`config.mk`:
```
export PLATFORM = sky130hd
export DESIGN_NAME = line_refill_engine
export DESIGN_NICKNAME = d
export VERILOG_FILES = /design/src/rtl/line_refill_engine.sv
export SDC_FILE = /design/constraint.sdc
export NUM_CORES = 1
export LEC_CHECK = 0
export BUFFER_PORTS_ARGS = -buffer_cell sky130_fd_sc_hd__buf_2
export CAP_MARGIN = 40
export CELL_PAD_IN_SITES_DETAIL_PLACEMENT = 1
export CELL_PAD_IN_SITES_GLOBAL_PLACEMENT = 2
export CORE_MARGIN = 4
export CORE_UTILIZATION = 34
export DETAILED_ROUTE_END_ITERATION = 8
export PLACE_DENSITY_LB_ADDON = 0.05
export SKIP_LAST_GASP = 1
export SLEW_MARGIN = 20
export SYNTH_ARGS = -nofsm -noshare
export SYNTH_HDL_FRONTEND = slang
export SYNTH_SLANG_ARGS = --single-unit
```
`constraint.sdc`:
```
create_clock -name clk -period 1.7 [get_ports clk]
set_input_delay 0.085 -clock clk [delete_from_list [all_inputs] [get_ports clk]]
set_output_delay 0.085 -clock clk [all_outputs]
set_load 0.02 [all_outputs]
```
`src/rtl/line_refill_engine.sv`:
```
// ---------------------------------------------------------------------------
// line_refill_engine
//
// Write-side producer for the instruction-cache data arrays. After a miss it
// issues a single line-read request to memory, accepts 16 response beats,
// packs every four beats into one wide data-array write, and finally pulses
// a fill-done indication so the tag array can validate the refilled way.
//
// Ports:
//   clk, arst_n             clock, asynchronous active-low reset
//   i_halt_all              global stall, freezes all state
//   i_miss_*, o_miss_ready  refill request (tag/set/victim way) handshake
//   o_mem_req_*, i_mem_req_ready   line-read request to memory ({tag, set})
//   i_mem_data*, o_mem_data_ready  response beats from memory
//   o_w_*                   data-array write port (set/way/row/data/strobe)
//   o_stop_write_clk        inverse of the write strobe, gates the array clock
//   o_fill_done, o_fill_*   one-cycle completion pulse and line identity
// ---------------------------------------------------------------------------
module line_refill_engine #(
    parameter int SET_BITS_WIDTH      = 4,
    parameter int TAG_BITS_WIDTH      = 8,
    parameter int NUM_WAYS            = 4,
    parameter int B_OFFSET_BITS_WIDTH = 4,
    parameter int WORD_WIDTH          = 20
) (
    input  logic                                     clk,
    input  logic                                     arst_n,
    input  logic                                     i_halt_all,
    input  logic                                     i_miss_valid,
    input  logic [TAG_BITS_WIDTH-1:0]                i_miss_tag,
    input  logic [SET_BITS_WIDTH-1:0]                i_miss_set,
    input  logic [$clog2(NUM_WAYS)-1:0]              i_miss_way,
    output logic                                     o_miss_ready,
    output logic                                     o_mem_req_valid,
    output logic [TAG_BITS_WIDTH+SET_BITS_WIDTH-1:0] o_mem_req_addr,
    input  logic                                     i_mem_req_ready,
    input  logic [WORD_WIDTH-1:0]                    i_mem_data,
    input  logic                                     i_mem_data_valid,
    output logic                                     o_mem_data_ready,
    output logic [SET_BITS_WIDTH-1:0]                o_w_set_bits,
    output logic [$clog2(NUM_WAYS)-1:0]              o_w_way_index,
    output logic [B_OFFSET_BITS_WIDTH-3:0]           o_w_block_offset_bits,
    output logic [WORD_WIDTH*4-1:0]                  o_w_data,
    output logic                                     o_w_valid,
    output logic                                     o_stop_write_clk,
    output logic                                     o_fill_done,
    output logic [TAG_BITS_WIDTH-1:0]                o_fill_tag,
    output logic [SET_BITS_WIDTH-1:0]                o_fill_set,
    output logic [$clog2(NUM_WAYS)-1:0]              o_fill_way
);

    localparam int WAY_W = $clog2(NUM_WAYS);

    typedef enum logic [2:0] {
        IDLE,
        REQ,
        FILL,
        FLUSH,
        DONE
    } state_t;

    state_t                           state_q, state_d;
    logic [TAG_BITS_WIDTH-1:0]        tag_q, tag_d;
    logic [SET_BITS_WIDTH-1:0]        set_q, set_d;
    logic [WAY_W-1:0]                 way_q, way_d;
    logic [B_OFFSET_BITS_WIDTH-1:0]   beat_q, beat_d;
    // Only lanes 0..2 are stored; lane 3 goes straight into the write word.
    logic [WORD_WIDTH*3-1:0]          pack_q, pack_d;
    logic                             w_valid_q, w_valid_d;
    logic [WORD_WIDTH*4-1:0]          w_data_q, w_data_d;
    logic [B_OFFSET_BITS_WIDTH-3:0]   w_off_q, w_off_d;

    // State and datapath registers; everything returns to zero on reset.
    always_ff @(posedge clk or negedge arst_n) begin
        if (!arst_n) begin
            state_q   <= IDLE;
            tag_q     <= '0;
            set_q     <= '0;
            way_q     <= '0;
            beat_q    <= '0;
            pack_q    <= '0;
            w_valid_q <= 1'b0;
            w_data_q  <= '0;
            w_off_q   <= '0;
        end else begin
            state_q   <= state_d;
            tag_q     <= tag_d;
            set_q     <= set_d;
            way_q     <= way_d;
            beat_q    <= beat_d;
            pack_q    <= pack_d;
            w_valid_q <= w_valid_d;
            w_data_q  <= w_data_d;
            w_off_q   <= w_off_d;
        end
    end

    // Next-state and handshake logic. Halt suppresses every handshake, so all
    // registers naturally hold; a pending write strobe is kept high so the
    // (also halted) data array still sees it on the first unhalted edge.
    always_comb begin
        state_d          = state_q;
        tag_d            = tag_q;
        set_d            = set_q;
        way_d            = way_q;
        beat_d           = beat_q;
        pack_d           = pack_q;
        w_valid_d        = i_halt_all ? w_valid_q : 1'b0;
        w_data_d         = w_data_q;
        w_off_d          = w_off_q;
        o_miss_ready     = 1'b0;
        o_mem_req_valid  = 1'b0;
        o_mem_data_ready = 1'b0;

        case (state_q)
            IDLE: begin
                o_miss_ready = 1'b1;
                if (i_miss_valid && !i_halt_all) begin
                    tag_d   = i_miss_tag;
                    set_d   = i_miss_set;
                    way_d   = i_miss_way;
                    state_d = REQ;
                end
            end
            REQ: begin
                o_mem_req_valid = !i_halt_all;
                if (!i_halt_all && i_mem_req_ready) begin
                    beat_d  = '0;
                    state_d = FILL;
                end
            end
            FILL: begin
                o_mem_data_ready = !i_halt_all;
                if (!i_halt_all && i_mem_data_valid) begin
                    for (int k = 0; k < 3; k++) begin
                        if (beat_q[1:0] == 2'(k)) begin
                            pack_d[k*WORD_WIDTH +: WORD_WIDTH] = i_mem_data;
                        end
                    end
                    // Fourth beat of a row: emit the write from a separate
                    // register so the next beat can land in pack without a stall.
                    if (beat_q[1:0] == 2'd3) begin
                        w_valid_d = 1'b1;
                        w_data_d  = {i_mem_data, pack_q};
                        w_off_d   = beat_q[B_OFFSET_BITS_WIDTH-1:2];
                    end
                    beat_d = beat_q + 1'b1;
                    if (beat_q == '1) begin
                        state_d = FLUSH;
                    end
                end
            end
            FLUSH: begin
                if (!i_halt_all) begin
                    state_d = DONE;
                end
            end
            DONE: begin
                if (!i_halt_all) begin
                    state_d = IDLE;
                end
            end
            default: begin
                state_d = IDLE;
            end
        endcase
    end

    assign o_mem_req_addr        = {tag_q, set_q};
    assign o_w_set_bits          = set_q;
    assign o_w_way_index         = way_q;
    assign o_w_block_offset_bits = w_off_q;
    assign o_w_data              = w_data_q;
    assign o_w_valid             = w_valid_q;
    assign o_stop_write_clk      = ~w_valid_q;
    assign o_fill_done           = (state_q == DONE);
    assign o_fill_tag            = tag_q;
    assign o_fill_set            = set_q;
    assign o_fill_way            = way_q;

endmodule

```
# Word-level counts from Yosys, hierarchy flattened
# Cells that the tools add are included.
# op_classes
add_sub_neg	1
eq_ne	14
mux	17
bitwise	1
reduce_logical	14
# op_table
operator	n
$mux W3	6
$pmux W3 S5	1
$reduce_and A3 Y1	5
$ne A2 B2 Y1 const B	6
$mux W4	2
$pmux W4 S2	1
$mux W1	7
$eq A3 B2 Y1 const B	2
$reduce_and A6 Y1	1
$add A4 B1 Y4 const B	1
$eq A2 B2 Y1 const B	2
$eq A4 B4 Y1 const B	1
$eq A3 B1 Y1 const B	1
$eq A3 B3 Y1 const B	1
$logic_and A1 B1 Y1	3
$logic_not A3 Y1	1
$eq A2 B1 Y1 const B	1
$logic_not A2 Y1	1
$reduce_and A2 Y1	1
$reduce_bool A2 Y1	1
$logic_not A1 Y1	1
$not A1 Y1	1
# totals
regBits	164
input_bits	40
elab_cells	58

# Longest topological paths before layout
# depth
ltp_word	4
mapped_depth	6
depth_no_buf	5

# Worst setup path before layout
# OpenSTA, ideal clock, no wires.
# synth_timing
path_type	register -> register
start	reg state_q[2]
end	reg w_data_q[21], in the netlist o_w_data[21]
t_arrival_ns	1.476
slack_ns	0.099
stages_incl_launch_ff	7
period_less_slack_ns	1.601
path_cell_list	dfrtp_1 -> nor2_4 -> and3_2 -> nand2_2 -> buf_6 -> buf_6 -> mux2_4
# synth_via
elab_chain_cells	2
# synth_rtl
item	line	text
start, declared	62	state_t state_q, state_d;
start signal, assigned	86	state_q <= state_d;
$eq A3 B2 Y1	115	case (state_q)
$reduce_and A3 Y1 (no line)	n/a	
end signal, assigned	93	w_data_q <= w_data_d;
end, declared	70	logic [WORD_WIDTH*4-1:0] w_data_q, w_data_d;
# Every way passes these cells.
# A chain may end at the register's enable or synchronous reset.

# Final worst setup path
# layout_timing
start	reg state_q[0]
end	out o_mem_data_ready
# layout_via
elab_chain_cells	2
# layout_rtl
item	line	text
$eq A3 B2 Y1	115	
$mux W1	115	
end, declared	39	output logic o_mem_data_ready,
# Every way passes these cells.

==> summary.md <==
| Metric | Value |
|---|---|
| Sequential area share after synthesis | `61.3%` |
| Crit path max fanout | `2` |
| Global-route wire length before repair | `25200 um` |
| Cell Count, Final, Fillers Out | `892` |
| Final Max Tran Viols | `0` |
| Largest net degree at the start of global routing | `52` |
| Commonest non-fill, non-tap cell in the layout | `dfrtp_1` |
| Final WL | `15300 um` |
| Cell row count | `about 50` |
| Status | `complete, but fails checks` |
| Placer Congestion | `0.685` |
| Die X | `148 um` |
| Clock Latency Late Sink | `0.42 ns` |
| CP cell instances | `buf_12 -> or3b_4 -> buf_6 -> nor2_4 -> buf_6` |
| Placed Cells incl. Taps | `819` |
| Initial Utilization | `roughly 35%` |
| Tcrit/Tclk final | `102%` |
| Crit Path Class | `register to output pin` |
| Startpoint types | `register` |
| Diodes inserted | `0` |
| I/O Buffers | `approximately 160` |
| Core Region | `19400 um2` |
| Layout Skew | `0.0112 ns` |
| Power consumption | `12100 uW` |
| Antenna violations before repair | `0` |
| Multi-input logic area | `2340 um2` |
| Family with the most delay on the worst path | `simple AND/OR/NAND/NOR gates` |
| Leakage | `0.00486 uW` |
| Power Density | `around 1400 nW/um2` |
| Warning count from the yosys run | `0` |
| CP Capture Type | `output pin` |
| H-tree depth | `4` |
| TritonCTS buffer count | `17` |
| Share of cells above drive strength 1 | `approximately three fifths` |
| Tot GR Track Use | `14.5%` |
| Area delta synth->final | `33.4%` |
| Failing checks | `negative setup slack` |
| Fin. Hold Viols | `0` |
| Slew headroom | `about 77%` |
| Die Height | `around 150 um` |
| Post-Synthesis Cells | `411` |
| Finish-stage setup viols | `1` |
| Post-place setup slack | `0.0444 ns` |
| FF/Latch Area | `between 4000 and 5000 um2` |
| Crit path top cell by count | `buf_6` |
| Gr ovfl total | `0` |
| Unrepaired setup endpoints after global routing | `true` |
| Maxcap violations | `0` |
| Vias in the first global route | `4536` |
| DIE AREA | `22000 um2` |
| Max Fclk | `0.578 GHz` |
| Commonest cells after routing, fill and taps aside | `164 x dfrtp_1, 156 x buf_2, 98 x mux2_2` |
| DRT antenna net count | `0` |
| Reg clk slew, reported paths | `0.07 ns` |
| Post-Syn Area | `6690 um2` |
| Vias | `4006` |
| Clock Tree Root | `clkbuf_16` |
| Peak VDD IR | `0.000690 V` |
| CP Data Required Time | `1.62 ns` |
| FILL cells | `about 2000` |
| Vias/cell | `4.49` |
| Final nets | `658` |
| Distinct cells, synth | `30` |
| Setup TNS | `-0.0301 ns` |
| Pre-Repair DR Iteration Count | `4` |
| Min Tclk post-route | `1.73 ns` |
| Final core occ | `46.0%` |
| DR DRC count | `0` |
| Synthesis-stage register bit count | `between 150 and 200` |
| Worst-Margin Slew | `0.352 ns` |
| CP bufs+invs | `3` |
| Worst endpoint data arrival time | `1.65 ns` |
| Iter 0 DRT Violations | `110` |
| CTS tree | `done` |
| Worst Hold Class | `input port to register` |
| Wirelength per Cell | `17.1 um` |
| Post-Syn Nets | `455` |
| Ports | `160` |
| Syn avg cell area | `approximately 16 um2` |
| DP Wirelength | `a little over 10000 um` |
| Clock sink count | `164` |
| Slack of the critical path | `-0.0301 ns` |
| CP max-delay cell | `dfrtp_1` |
| Max clock buf depth | `2` |
| Largest stage delay, worst path | `~0.4 ns` |
-- routing by layer --
layer	vias to the layer above	GRT usage [%]	wire [um]
met5	-	0	0
met4	0	3.33	98
met3	6	4.72	795
met2	87	24.1	7780
met1	2082	18.7	6590
li1	1831	-	-
-- metrics by stage --
step,hold WS [ns],area (um2)
global placement,0.00689,7820
CTS,0.0236,8860
global route,0.0462,8930
finish,0.0395,8930
detailed placement,0.00830,7820
floorplan,-0.211,6690
-- flip-flops by register name (all words and copies together) (netlist names) --
| signal | flops |
|---|---|
| beat_q | 4 |
| o_fill_set | 4 |
| o_fill_tag | 8 |
| o_fill_way | 2 |
| o_w_block_offset_bits | 2 |
| o_w_data | 80 |
| o_w_valid | 1 |
| pack_q | 60 |
| state_q | 3 |
-- logic make-up after synthesis --
logic type                 count (synthesis)  share of synthesized area [%]
and+or+nand+nor                           36                           2.94
muxes                                    158                           29.8
DFF                                      164                           61.3
adders and majority gates                  4                          0.748
AOI/OAI and AO/OA                         10                          0.916
buffers and inverters                     39                           4.28
-- final timing paths --
| check | cells past startpoint | slack [ns] | startpoint | to |
|---|---|---|---|---|
| worst max-delay path | 5 | -0.03 | state_q[0] | o_mem_data_ready |
| worst min-delay path | 4 | 0.04 | i_mem_req_ready | state_q[0] |
| worst max register to register | 5 | 0.07 | state_q[0] | o_w_data[66] |
| worst min register to register | 1 | 0.50 | o_w_data[19] | o_w_data[19] |
| max in group asynchronous | 3 | 0.95 | arst_n | o_w_data[69] |
| min in group asynchronous | 2 | 0.13 | arst_n | o_fill_tag[0] |
-- Yosys cell counts (all sizes together) --
cell type / n / share of area (%)
a21oi: 2 / 0.15
a31oi: 1 / 0.094
a32o: 1 / 0.15
a41o: 1 / 0.15
and2: 1 / 0.094
and2b: 1 / 0.11
and3: 1 / 0.11
and3b: 2 / 0.28
and4: 1 / 0.13
buf: 36 / 4.1
dfrtp: 164 / 61
ha: 4 / 0.75
inv: 3 / 0.17
mux2: 156 / 30
mux2i: 2 / 0.30
nand2: 12 / 0.71
nand3: 4 / 0.30
nor2: 7 / 0.50
nor2b: 3 / 0.28
nor3: 1 / 0.075
o21ai: 5 / 0.37
or3: 1 / 0.094
or3b: 1 / 0.13
or4: 1 / 0.11
-- area by class of cell --
cell class / instances / share of cell area (%)
flip-flops and latches: 164 / 46.0
multi-input cells: 208 / 26.2
repair buffers: 220 / 16.8
clock buffers: 17 / 4.76
well taps: 265 / 3.71
clock inverters: 15 / 2.41
inverters: 3 / 0.126
-- tightest hold or removal path: cells and delay by family --
| kind | cells | cell delay (ns) |
|---|---|---|
| buf+inv | 1 | 0.10 |
| compound gates | 2 | 0.20 |
| simple gates | 1 | 0.04 |
-- where the power goes --
part	switching (uW)	total (uW)	internal, uW
sequential	456	5150	4700
combinational	1400	2750	1350
clock	1660	4170	2500
-- what timing repair did --
action                     in CTS  in global routing
buffers inserted                2                  2
gates cloned                    0                  1
pin swaps                       1                  0
resized for setup               7                  8
hold buffers                   36                  0
hold endpoints to repair      259                  0
setup endpoints to repair       1                 33
(Power assumes the default switching activity.)
